## config.mk

```make
export PLATFORM = sky130hd
export DESIGN_NAME = term_write_ctrl
export DESIGN_NICKNAME = d
export VERILOG_FILES = /design/src/rtl/term_write_ctrl.sv
export SDC_FILE = /design/constraint.sdc
export NUM_CORES = 1
export LEC_CHECK = 0
export BUFFER_PORTS_ARGS = -buffer_cell sky130_fd_sc_hd__buf_2
export CORE_UTILIZATION = 60
export DETAILED_ROUTE_END_ITERATION = 16
export GPL_TIMING_DRIVEN = 0
export PLACE_DENSITY = 0.79
export SLEW_MARGIN = 10
export SYNTH_ARGS = -nofsm -noshare
export SYNTH_HDL_FRONTEND = slang
export SYNTH_SLANG_ARGS = --single-unit
```

## constraint.sdc

```tcl
create_clock -name clk -period 14.5 [get_ports clk]
set_input_delay 2.9 -clock clk [delete_from_list [all_inputs] [get_ports clk]]
set_output_delay 2.9 -clock clk [all_outputs]
set_load 0.01 [all_outputs]
```

## src/rtl/term_write_ctrl.sv

```systemverilog
// Write sequencer for the 71x30 text-mode character RAM: cursor, scrolling and clears.
// Optional build macro TERM_BLINK_EN adds a blinking cursor; without it cur_vis is tied high.
module term_write_ctrl #(
    parameter int COLS         = 71,
    parameter int ROWS         = 30,
    parameter int BLINK_CYCLES = 12500000
) (
    input  logic        clk,
    input  logic        rst,
    input  logic        key_valid,
    input  logic [7:0]  key_ascii,
    output logic        key_ready,
    output logic        ram_we,
    output logic [11:0] ram_addr,
    output logic [7:0]  ram_din,
    output logic [11:0] cur,
    output logic [4:0]  row_base,
    output logic        busy,
    output logic        cur_vis
);

    localparam logic [6:0]  COL_LAST = 7'(COLS - 1);
    localparam logic [4:0]  ROW_LAST = 5'(ROWS - 1);
    localparam logic [5:0]  ROWS_P   = 6'(ROWS);
    localparam logic [11:0] COLS_A   = 12'(COLS);
    localparam logic [12:0] COLS_C   = 13'(COLS);
    localparam logic [12:0] TOTAL_C  = 13'(COLS * ROWS);
    localparam logic [7:0]  SPACE    = 8'h20;

    typedef enum logic [1:0] {IDLE = 2'd0, WRITE = 2'd1, CLR_LINE = 2'd2, CLR_ALL = 2'd3} state_t;

    state_t      state_r, state_n;
    logic [4:0]  row_r, row_n, rb_r, rb_n, rb_inc_s;
    logic [6:0]  col_r, col_n;
    logic [12:0] cnt_r, cnt_n;
    logic [11:0] clr_base_r, clr_base_n;
    logic        scroll_pend_r, scroll_pend_n;

    logic        ram_we_r, ram_we_n, key_ready_r, key_ready_n, busy_r, busy_n;
    logic [11:0] ram_addr_r, ram_addr_n, cur_r, cur_n;
    logic [7:0]  ram_din_r, ram_din_n;

    logic accept_s, is_print_s, is_nl_s, is_bs_s, is_ff_s;

    // Physical RAM address of a logical cell, folding the circular row offset.
    function automatic logic [11:0] phys_addr(input logic [4:0] rb, input logic [4:0] r,
                                              input logic [6:0] c);
        logic [5:0] p;
        p = {1'b0, rb} + {1'b0, r};
        if (p >= ROWS_P) begin
            p = p - ROWS_P;
        end else begin
            p = p;
        end
        return 12'(p) * COLS_A + 12'(c);
    endfunction

    assign accept_s   = key_valid & key_ready_r;
    assign is_print_s = (key_ascii >= 8'h20) && (key_ascii <= 8'h7E);
    assign is_nl_s    = (key_ascii == 8'h0D) || (key_ascii == 8'h0A);
    assign is_bs_s    = (key_ascii == 8'h08);
    assign is_ff_s    = (key_ascii == 8'h0C);
    assign rb_inc_s   = (rb_r == ROW_LAST) ? 5'd0 : rb_r + 5'd1;

    // State and cursor registers.
    always_ff @(posedge clk or negedge rst) begin
        if (!rst) begin
            state_r       <= CLR_ALL;
            row_r         <= 5'd0;
            col_r         <= 7'd0;
            rb_r          <= 5'd0;
            cnt_r         <= 13'd0;
            clr_base_r    <= 12'd0;
            scroll_pend_r <= 1'b0;
        end else begin
            state_r       <= state_n;
            row_r         <= row_n;
            col_r         <= col_n;
            rb_r          <= rb_n;
            cnt_r         <= cnt_n;
            clr_base_r    <= clr_base_n;
            scroll_pend_r <= scroll_pend_n;
        end
    end

    // Next state, key dispatch and cursor movement.
    always_comb begin
        state_n       = state_r;
        row_n         = row_r;
        col_n         = col_r;
        rb_n          = rb_r;
        cnt_n         = cnt_r;
        clr_base_n    = clr_base_r;
        scroll_pend_n = scroll_pend_r;
        case (state_r)
            IDLE: begin
                if (!accept_s) begin
                    state_n = IDLE;
                end else if (is_print_s) begin
                    state_n       = WRITE;
                    scroll_pend_n = 1'b0;
                    if (col_r != COL_LAST) begin
                        col_n = col_r + 7'd1;
                    end else if (row_r != ROW_LAST) begin
                        col_n = 7'd0;
                        row_n = row_r + 5'd1;
                    end else begin
                        // Wrap at the last cell: the old top row becomes the new bottom row.
                        col_n         = 7'd0;
                        rb_n          = rb_inc_s;
                        clr_base_n    = phys_addr(rb_r, 5'd0, 7'd0);
                        scroll_pend_n = 1'b1;
                    end
                end else if (is_nl_s) begin
                    col_n = 7'd0;
                    if (row_r != ROW_LAST) begin
                        row_n = row_r + 5'd1;
                    end else begin
                        rb_n       = rb_inc_s;
                        clr_base_n = phys_addr(rb_r, 5'd0, 7'd0);
                        cnt_n      = 13'd1;
                        state_n    = CLR_LINE;
                    end
                end else if (is_bs_s) begin
                    if (col_r != 7'd0) begin
                        col_n   = col_r - 7'd1;
                        state_n = WRITE;
                    end else if (row_r != 5'd0) begin
                        row_n   = row_r - 5'd1;
                        col_n   = COL_LAST;
                        state_n = WRITE;
                    end else begin
                        state_n = IDLE;
                    end
                end else if (is_ff_s) begin
                    row_n   = 5'd0;
                    col_n   = 7'd0;
                    rb_n    = 5'd0;
                    cnt_n   = 13'd1;
                    state_n = CLR_ALL;
                end else begin
                    state_n = IDLE;
                end
            end
            WRITE: begin
                if (scroll_pend_r) begin
                    state_n       = CLR_LINE;
                    cnt_n         = 13'd1;
                    scroll_pend_n = 1'b0;
                end else begin
                    state_n = IDLE;
                end
            end
            CLR_LINE: begin
                if (cnt_r == COLS_C) begin
                    state_n = IDLE;
                end else begin
                    cnt_n = cnt_r + 13'd1;
                end
            end
            CLR_ALL: begin
                if (cnt_r == TOTAL_C) begin
                    state_n = IDLE;
                end else begin
                    cnt_n = cnt_r + 13'd1;
                end
            end
            default: begin
                state_n = IDLE;
            end
        endcase
    end

    // Next values of the registered outputs; cnt counts writes already issued.
    always_comb begin
        ram_we_n    = 1'b0;
        ram_addr_n  = ram_addr_r;
        ram_din_n   = ram_din_r;
        cur_n       = phys_addr(rb_n, row_n, col_n);
        key_ready_n = (state_n == IDLE);
        busy_n      = (state_n == CLR_ALL);
        case (state_r)
            IDLE: begin
                if (accept_s && is_print_s) begin
                    ram_we_n   = 1'b1;
                    ram_addr_n = cur_r;
                    ram_din_n  = key_ascii;
                end else if (accept_s && (state_n == WRITE)) begin
                    ram_we_n   = 1'b1;
                    ram_addr_n = cur_n;
                    ram_din_n  = SPACE;
                end else if (accept_s && (state_n == CLR_LINE)) begin
                    ram_we_n   = 1'b1;
                    ram_addr_n = clr_base_n;
                    ram_din_n  = SPACE;
                end else if (accept_s && (state_n == CLR_ALL)) begin
                    ram_we_n   = 1'b1;
                    ram_addr_n = 12'd0;
                    ram_din_n  = SPACE;
                end else begin
                    ram_we_n = 1'b0;
                end
            end
            WRITE: begin
                if (state_n == CLR_LINE) begin
                    ram_we_n   = 1'b1;
                    ram_addr_n = clr_base_r;
                    ram_din_n  = SPACE;
                end else begin
                    ram_we_n = 1'b0;
                end
            end
            CLR_LINE: begin
                if (state_n == CLR_LINE) begin
                    ram_we_n   = 1'b1;
                    ram_addr_n = clr_base_r + cnt_r[11:0];
                    ram_din_n  = SPACE;
                end else begin
                    ram_we_n = 1'b0;
                end
            end
            CLR_ALL: begin
                if (state_n == CLR_ALL) begin
                    ram_we_n   = 1'b1;
                    ram_addr_n = cnt_r[11:0];
                    ram_din_n  = SPACE;
                end else begin
                    ram_we_n = 1'b0;
                end
            end
            default: begin
                ram_we_n = 1'b0;
            end
        endcase
    end

    // Output registers.
    always_ff @(posedge clk or negedge rst) begin
        if (!rst) begin
            ram_we_r    <= 1'b0;
            ram_addr_r  <= 12'd0;
            ram_din_r   <= 8'd0;
            cur_r       <= 12'd0;
            key_ready_r <= 1'b0;
            busy_r      <= 1'b1;
        end else begin
            ram_we_r    <= ram_we_n;
            ram_addr_r  <= ram_addr_n;
            ram_din_r   <= ram_din_n;
            cur_r       <= cur_n;
            key_ready_r <= key_ready_n;
            busy_r      <= busy_n;
        end
    end

    assign ram_we    = ram_we_r;
    assign ram_addr  = ram_addr_r;
    assign ram_din   = ram_din_r;
    assign cur       = cur_r;
    assign key_ready = key_ready_r;
    assign busy      = busy_r;
    assign row_base  = rb_r;

`ifdef TERM_BLINK_EN
    localparam int            BW         = $clog2(BLINK_CYCLES + 1);
    localparam logic [BW-1:0] BLINK_LAST = BW'(BLINK_CYCLES - 1);

    logic [BW-1:0] blink_cnt_r;
    logic          cur_vis_r;

    // Blink timer: runs while idle, restarts lit on every accepted key.
    always_ff @(posedge clk or negedge rst) begin
        if (!rst) begin
            blink_cnt_r <= '0;
            cur_vis_r   <= 1'b1;
        end else if (accept_s) begin
            blink_cnt_r <= '0;
            cur_vis_r   <= 1'b1;
        end else if (state_r == IDLE) begin
            if (blink_cnt_r == BLINK_LAST) begin
                blink_cnt_r <= '0;
                cur_vis_r   <= ~cur_vis_r;
            end else begin
                blink_cnt_r <= blink_cnt_r + 1'b1;
            end
        end else begin
            blink_cnt_r <= blink_cnt_r;
        end
    end

    assign cur_vis = cur_vis_r;
`else
    if (BLINK_CYCLES < 1) begin : g_blink_period_unused
    end

    assign cur_vis = 1'b1;
`endif

endmodule

```

# == After elaboration in Yosys (flattened, before gate mapping) ==
# Index checks and enable logic that the tools add are counted.
# totals
reg_bits,80
in_bits,11
# classes
add_sub_neg,11
multipliers,3
n_lt_le_gt_ge,4
n_eq_ne,29
n_mux,95
bitwise,1
reduce_logical,16
# ops
operator,count
two-way mux 12 bit,14
two-way mux 13 bit,9
two-way mux 5 bit,19
two-way mux 6 bit,11
two-way mux 7 bit,9
case mux 13 bit (4 select lines),1
two-way mux 8 bit,6
case mux 12 bit (4 select lines),1
multiplier 6 x 7 -> 12 bit (second input constant),3
== test 8 x 4 -> 1 bit (second input constant),4
case mux 8 bit (3 select lines),1
two-way mux 2 bit,9
inequality test 2 bit (second input constant),9
adder 13 x 1 -> 13 bit (second input constant),1
== test 13 x 12 -> 1 bit (second input constant),1
== test 13 x 7 -> 1 bit (second input constant),1
adder 12 bit,1
adder 12 x 7 -> 12 bit,1
two-way mux 1 bit,12
adder 5 x 1 -> 5 bit (second input constant),2
inequality test 5 bit (second input constant),2
inequality test 3 bit (second input constant),3
== test 2 bit (second input constant),4
greater-or-equal comparator 8 x 6 -> 1 bit (second input constant),1
other kinds (27),34

# == Depth between registers and ports, before layout ==
# Gate-level depths: netlist of run 1.
# depth
ltp_word,17
mapped_depth,36
depth_no_buf,34

# == Least setup slack after synthesis of run 1 ==
# Ideal clock, no wire load.
# synth_path
path_type,in2reg
start,in key_ascii[0]
end,"reg ram_addr_r[11], in the netlist ram_addr[11]"
setup_ns,0.120
t_arrival_ns,10.865
path_slack_ns,3.516
cell_stages,34
n_path_buf,2
path_cell_list,or3b_4 > a2111oi_2 > nor2_1 > nor3_1 > buf_2 > nand2_1 > o21ai_0 > ha_1 > a21o_1 > a21oi_1 > nand2b_1 > or4_1 > and3_1 > buf_6 > o31ai_1 > nand2_1 > xnor2_1 > ha_1 > ha_1 > inv_1 > fa_1 > fa_1 > inv_1 > ha_1 > a21oi_1 > o21bai_1 > a21oi_1 > nand2b_1 > a211oi_1 > mux2i_1 > and3_1 > o31a_1 > a221o_1 > a31o_1
# synth_via
elab_chain_cells,15
# synth_lines
element,line,text
from (decl),11,"input logic [7:0] key_ascii,"
== test 8 x 4 -> 1 bit,62,assign is_ff_s = (key_ascii == 8'h0C);
two-way mux 5 bit,135,end else if (is_ff_s) begin
two-way mux 5 bit,124,end else if (is_bs_s) begin
two-way mux 5 bit,114,end else if (is_nl_s) begin
two-way mux 5 bit *,99,end else if (is_print_s) begin
two-way mux 5 bit *,97,if (!accept_s) begin
two-way mux 5 bit *,95,case (state_r)
via rb_n[1],33,"logic [4:0] row_r, row_n, rb_r, rb_n, rb_inc_s;"
adder 5 x 5 -> 6 bit *,49,"p = {1'b0, rb} + {1'b0, r};"
subtractor 6 x 5 -> 6 bit or greater-or-equal comparator 6 x 5 -> 1 bit (tied branches),"51, 50",
two-way mux 6 bit *,50,if (p >= ROWS_P) begin
multiplier 6 x 7 -> 12 bit *,55,return 12'(p) * COLS_A + 12'(c);
adder 12 x 7 -> 12 bit *,55,
via cur_n[11],40,"logic [11:0] ram_addr_r, ram_addr_n, cur_r, cur_n;"
two-way mux 12 bit *,188,end else if (accept_s && (state_n == WRITE)) begin
two-way mux 12 bit *,184,if (accept_s && is_print_s) begin
case mux 12 bit (4 select lines) *,182,case (state_r)
to (signal assigned),248,ram_addr_r <= ram_addr_n;
to (decl),40,
# Mark *: on every way through the listed nets, which the timed path passes. The rest lies on a longest branch.
# A chain may end at the register's enable or synchronous reset.

# == Worst setup path after layout of run 1 ==
# Ends and elaborated chain as after synthesis.

==> results.json, run 1 <==
{
  "cpPeakStageDelay_ns": 0.85,
  "num_rows": 39,
  "grt_pass1_vias": 6696,
  "antenna_found_initial": 0,
  "drive_gt1_frac": 0.122,
  "grt.total_usage": 0.333,
  "tightest_slew_ns": 0.993,
  "finalPower_mw": 0.479,
  "clkPwrFrac": 0.494,
  "grt_pass1_wl_um": 33000,
  "cts_sinks": 80,
  "ys_warn_count": 0,
  "min_path_type": "reg2reg",
  "peakVddDrop_mv": 0.0572,
  "synth_seq_area_share": 0.277,
  "hold_path.startpoint": "ram_addr[0]",
  "cts_hold_buffers": 0,
  "ys_ff_latch": 80,
  "dpl.hpwl_um": 15700,
  "power_frac_seq": 0.466,
  "diodes": 0,
  "timing.rr.start": "col_r[3]",
  "post-route-period-util": 0.891,
  "start_kind": "input pin",
  "cts_root_buffer": "clkbuf_16",
  "grt_max_degree": 48,
  "dieArea_mm2": 0.0125,
  "final_antenna_net_count": 0,
  "switching_power_mw": 0.115,
  "fin_tns_setup_ns": 0,
  "layout.nets": 1002,
  "drt_iter0_markers": 629,
  "skew_ns": 0.0113,
  "htree_levels": 3,
  "area_growth_pct": 10.5,
  "cp.arrival_ns": 13.16,
  "cts_buffers": 9,
  "status": "complete, but fails checks",
  "synth.distinct_cells": 85,
  "place_congestion": 0.964,
  "synth_edf_count": 0,
  "core_area_mm2": 0.0116,
  "critical_path.max_fanout": 10,
  "num_io_pins": 52,
  "pre_cts_ws_ns": 1.45,
  "fp.dieW_um": 112,
  "setup_viol": 0,
  "slew_violations": 0,
  "ys.flop_type": "dfrtp_1",
  "drv_cap": 0,
  "routedWlPerCell_um": 19.3,
  "cts_setup_buffers": 0,
  "final_area_mm2": 0.00800,
  "avgViaCountPerCell": 6.50,
  "post_dp_cell_area_mm2": 0.00770,
  "start_util": 0.626,
  "io_buffers": 50,
  "p_leak_nw": 3.85,
  "hold_viol_final": 0,
  "critPathLaunch": "key_ascii[0]",
  "max-slew-margin-rel": 0.333,
  "gr-total-overflow": 0,
  "crit_required_ns": 14.74,
  "slowest_stage": "nor3_1",
  "clock_latency_ns": 0.35,
  "period_minus_slack_ns": 12.92,
  "totalWireLength_um": 20000,
  "path_common_cell": "ha_1",
  "combPwrFrac": 0.041,
  "power_density_mw_per_mm2": 59.9,
  "dieHeight_um": 112,
  "netlist_area_mm2": 0.00724,
  "layout_commonest_cell": "ha_1",
  "critPathKind": "in2reg",
  "p_int_mw": 0.364,
  "async_flop_share": 1.00,
  "firstDrtPassIters": 12,
  "cts_tree": "built",
  "cts_buffer_depth": 2,
  "synth_cells": 826,
  "clk_pin_slew_worst_paths_ns": 0.06,
  "avgSynthCellArea_um2": 8.76,
  "crit_path_end_kind": "register",
  "rsz0062_at_grt": "false",
  "timing.hold.ws_ns": 0.516,
  "timing.final.ws_setup_ns": 1.58,
  "ctsResizeCount": 0,
  "vias": 6736,
  "swShare": 0.240,
  "max_freq_mhz": 77.4,
  "violations": "DRC",
  "drc": 2,
  "final_cell_mix": "ha_1 (88), dfrtp_1 (77), nor2_1 (66), nand2_1 (66), inv_1 (63)",
  "synth_fp_nets": 940
}
per-layer routing:
metal / global-route usage / up-vias / share of wire
li1: - / 3127 / -
met5: 0 / - / 0
met4: 0.177 / 0 / 0.041
met1: 0.402 / 3248 / 0.41
met2: 0.575 / 295 / 0.49
met3: 0.0484 / 66 / 0.063
flip-flops by register name, summed over array words and instances (netlist names):
register,flops
busy,1
col_r,7
row_base,5
key_ready,1
ram_addr,12
ram_din,8
state_r,2
ram_we,1
cnt_r,13
clr_base_r,12
scroll_pend_r,1
row_r,5
cur,12
cells by family (layout without fill, tap and decap cells):
group                    after synthesis  in the layout  synth area share
AO/OA/AOI/OAI                        230            230             0.215
buffers and inverters                 93            160            0.0505
other                                  1              1          0.000518
XOR/XNOR                              40             40            0.0494
multiplexers                          23             23            0.0354
AND/OR/NAND/NOR                      256            256             0.178
flip-flops                            80             80             0.277
adder cells (fa/ha/maj)              103            103             0.194
cell usage after synthesis (all sizes together) (5+ instances only):
master	n	area share
clkbuf	24	0.012
and2	10	0.0088
mux2	15	0.023
buf	6	0.0054
a22oi	7	0.0073
a221oi	15	0.018
inv	63	0.033
mux2i	8	0.012
a21o	12	0.012
a21oi	57	0.040
xor2	15	0.018
nor2b	16	0.014
nand3	16	0.012
a22o	11	0.013
nor2	68	0.037
nand2b	6	0.0052
o21bai	5	0.0052
dfrtp	77	0.27
ha	88	0.15
o21a	5	0.0052
fa	15	0.041
nor3	15	0.010
a221o	5	0.0069
nand2	66	0.034
and3	12	0.010
xnor2	25	0.031
a211oi	10	0.010
o21ai	56	0.039
nand4	15	0.013
final timing paths:
path                                  end  slack, ns  cells past startpoint
max                          ram_addr[11]       1.58                     33
min                           ram_addr[0]       0.52                      2
max reg2reg                  ram_addr[11]       4.07                     34
min reg2reg                   ram_addr[0]       0.52                      2
max in group asynchronous      state_r[1]      11.37                      2
min in group asynchronous  clr_base_r[11]       2.50                      1
cell type report:
| class | count | area, µm² |
|---|---|---|
| fill | 909 | 3560 |
| timing repair buffer | 51 | 280 |
| inverter | 63 | 236 |
| buffer | 30 | 129 |
| clock inverter | 7 | 78.8 |
| sequential | 80 | 2010 |
| multi-input combinational | 653 | 4870 |
| tap | 143 | 179 |
| clock buffer | 9 | 225 |
stage by stage:
stage           util  std cells
3_5_place_dp   0.665       1020
5_1_grt        0.692       1036
4_1_cts        0.692       1036
3_3_place_gp   0.663       1019
2_1_floorplan      -        826
6_report       0.692       1036
worst max-delay path, delay by kind of cell:
kind / cells / cell delay, ns
AOI/OAI and AO/OA: 11 / 3.80
buffers and inverters: 5 / 0.80
xor gates and xnor gates: 2 / 0.78
adders and majority gates: 6 / 2.31
and+or+nand+nor: 8 / 2.37
muxes: 1 / 0.19
power groups by stage:
stage	clock network, mW	registers, mW	logic, mW
finish	0.237	0.223	0.0195
floorplan	0	0.227	0.00784
detailed placement	0	0.227	0.0192
global placement	0	0.227	0.0178
CTS	0.236	0.223	0.0193
global route	0.245	0.223	0.0214
No activity file was read; power rests on OpenSTA's default activity.
==> run 2, diff against run 1 <==
CORE_UTILIZATION = 50   (was 60)
PLACE_DENSITY = 0.76   (was 0.79)
==> run 2 against run 1 <==
- the run now ends clean
- worst hold slack lost 0.023 ns
- combinational power about the same
- count of clock-buffer cells in the layout up 1
- sequential power barely moved
- register-to-register slack better by 0.18 ns
- setup slack gained 0.18 ns
- clock skew down 0.0057 ns
- die area grew 20%
- sequential share of layout area decreased by 0.094 points
- clock power fell by 5%
- global-route usage down 5.9 points
- wire length shrank 2.7%
- critical path type unchanged
- largest cell class unchanged
- largest power group unchanged
- highest routed layer unchanged
==> results.json, run 2 (same netlist as run 1, synthesis figures left out) <==
{
  "layout.nets": 1002,
  "cts_root_buffer": "clkbuf_16",
  "dpl.cell_count": 1057,
  "area_growth_pct": 11.0,
  "core_area_mm2": 0.0140,
  "totalWireLength_um": 19500,
  "grt.total_usage": 0.274,
  "layout_commonest_cell": "ha_1",
  "gr-usage-met3": 0.0455,
  "switching_power_mw": 0.115,
  "use_met1": 0.339,
  "drv_cap": 0,
  "status": "complete, no violations",
  "setup_viol": 0,
  "grt_pass1_wl_um": 31500,
  "post-route-period-util": 0.879,
  "routedWlPerCell_um": 18.2,
  "dieHeight_um": 122,
  "drive_gt1_frac": 0.122,
  "cts_hold_buffers": 0,
  "start_kind": "input pin",
  "critical_path.max_fanout": 10,
  "crit_path_end_kind": "register",
  "antenna_found_initial": 0,
  "cp.arrival_ns": 12.98,
  "peakVddDrop_mv": 0.0740,
  "diodes": 0,
  "regMostFlops": "cnt_r",
  "htree_levels": 3,
  "ctsResizeCount": 0,
  "cts_sinks": 80,
  "grt_pass1_vias": 6403,
  "num_rows": 43,
  "place_congestion": 0.935,
  "fin_tns_setup_ns": 0,
  "drc": 0,
  "io_buffers": 50,
  "hold_viol_final": 0,
  "combPwrFrac": 0.042,
  "path_common_cell": "ha_1",
  "cts_tree": "built",
  "clk_pin_slew_worst_paths_ns": 0.06,
  "cts_setup_buffers": 0,
  "instances_no_fill": 1073,
  "use_met2": 0.441,
  "cpPeakStageDelay_ns": 0.80,
  "avgViaCountPerCell": 6.09,
  "final_antenna_net_count": 0,
  "clkPwrFrac": 0.480,
  "vias": 6538,
  "min_path_type": "reg2reg",
  "grt_max_degree": 64,
  "firstDrtPassIters": 5,
  "num_io_pins": 52,
  "power_frac_seq": 0.478,
  "power_density_mw_per_mm2": 58.1,
  "grt-busiest-layer": "met2",
  "slowest_stage": "nor3_1",
  "dieArea_mm2": 0.0150,
  "cts_buffers": 9,
  "period_minus_slack_ns": 12.74,
  "drt_iter0_markers": 435,
  "gr-total-overflow": 0,
  "critPathKind": "in2reg",
  "max_freq_mhz": 78.5,
  "crit_required_ns": 14.74,
  "skew_ns": 0.00558,
  "slew_violations": 0,
  "dpl.hpwl_um": 15400,
  "tightest_slew_ns": 0.905,
  "rsz0062_at_grt": "false",
  "swShare": 0.246,
  "max-slew-margin-rel": 0.392,
  "p_int_mw": 0.352,
  "start_util": 0.517,
  "p_leak_nw": 3.85,
  "clock_latency_ns": 0.35,
  "final_cell_mix": "ha_1 (88), dfrtp_1 (77), nor2_1 (66), nand2_1 (66), inv_1 (63)",
  "fp.dieW_um": 122,
  "cts_buffer_depth": 2,
  "largest_register_ffs": 13
}
[run 2: cell types whose count changed in the layout (fill, tap and decap cells not counted), sizes merged]
cell / change
bufinv: -1
clkbuf: +1
clkinv: +1
clkinvlp: -2
inv: +1
[run 2: cell type report]
cell class	count	area, µm²
Fill cell	1275	5960
Tap cell	180	225
Clock buffer	10	239
Buffer	30	129
Inverter	63	236
Multi-Input combinational cell	653	4870
Timing Repair Buffer	51	280
Clock inverter	6	48.8
Sequential cell	80	2010
[run 2: power by group through the flow]
stage / registers (mW) / logic, mW / clock network [mW]
finish: 0.223 / 0.0195 / 0.224
global route: 0.223 / 0.0214 / 0.237
CTS: 0.223 / 0.0194 / 0.227
detailed placement: 0.227 / 0.0193 / 0
global placement: 0.227 / 0.0183 / 0
floorplan: 0.227 / 0.00784 / 0
[run 2: through the flow]
step	power (mW)	setup slack (ns)	utilization	instance area, µm²	hold WS (ns)
final	0.466	1.76	0.574	8030	0.493
after global routing	0.482	1.12	0.574	8030	0.523
after CTS	0.469	1.86	0.574	8030	0.496
after detailed placement	0.247	1.55	0.553	7740	0.472
after global placement	0.246	1.75	0.551	7710	0.463
after floorplan	0.235	3.52	-	7240	0.506
[run 2: path summary, 6_finish.rpt]
check | from | to | slack (ns) | cells past startpoint
max in group asynchronous | rst | state_r[1] | 11.44 | 2
worst min register to register | ram_addr[1] | ram_addr[1] | 0.49 | 2
worst max-delay path | key_ascii[0] | ram_addr[11] | 1.76 | 33
worst min-delay path | ram_addr[1] | ram_addr[1] | 0.49 | 2
min in group asynchronous | rst | row_base[2] | 2.43 | 1
worst max register to register | col_r[3] | ram_addr[11] | 4.25 | 34
[run 2: per-layer routing]
metal	vias to the layer above	wire length, µm
li1	3123	-
met1	3073	8130
met2	269	9000
met3	73	1270
met4	0	1080
met5	-	0
[run 2: critical path: cells and delay by family]
| family | cells | cell delay (ns) |
|---|---|---|
| compound gates | 12 | 3.90 |
| simple gates | 8 | 2.34 |
| fa+ha+maj | 6 | 2.30 |
| xor+xnor | 2 | 0.73 |
| buf+inv | 4 | 0.64 |
| mux | 1 | 0.15 |
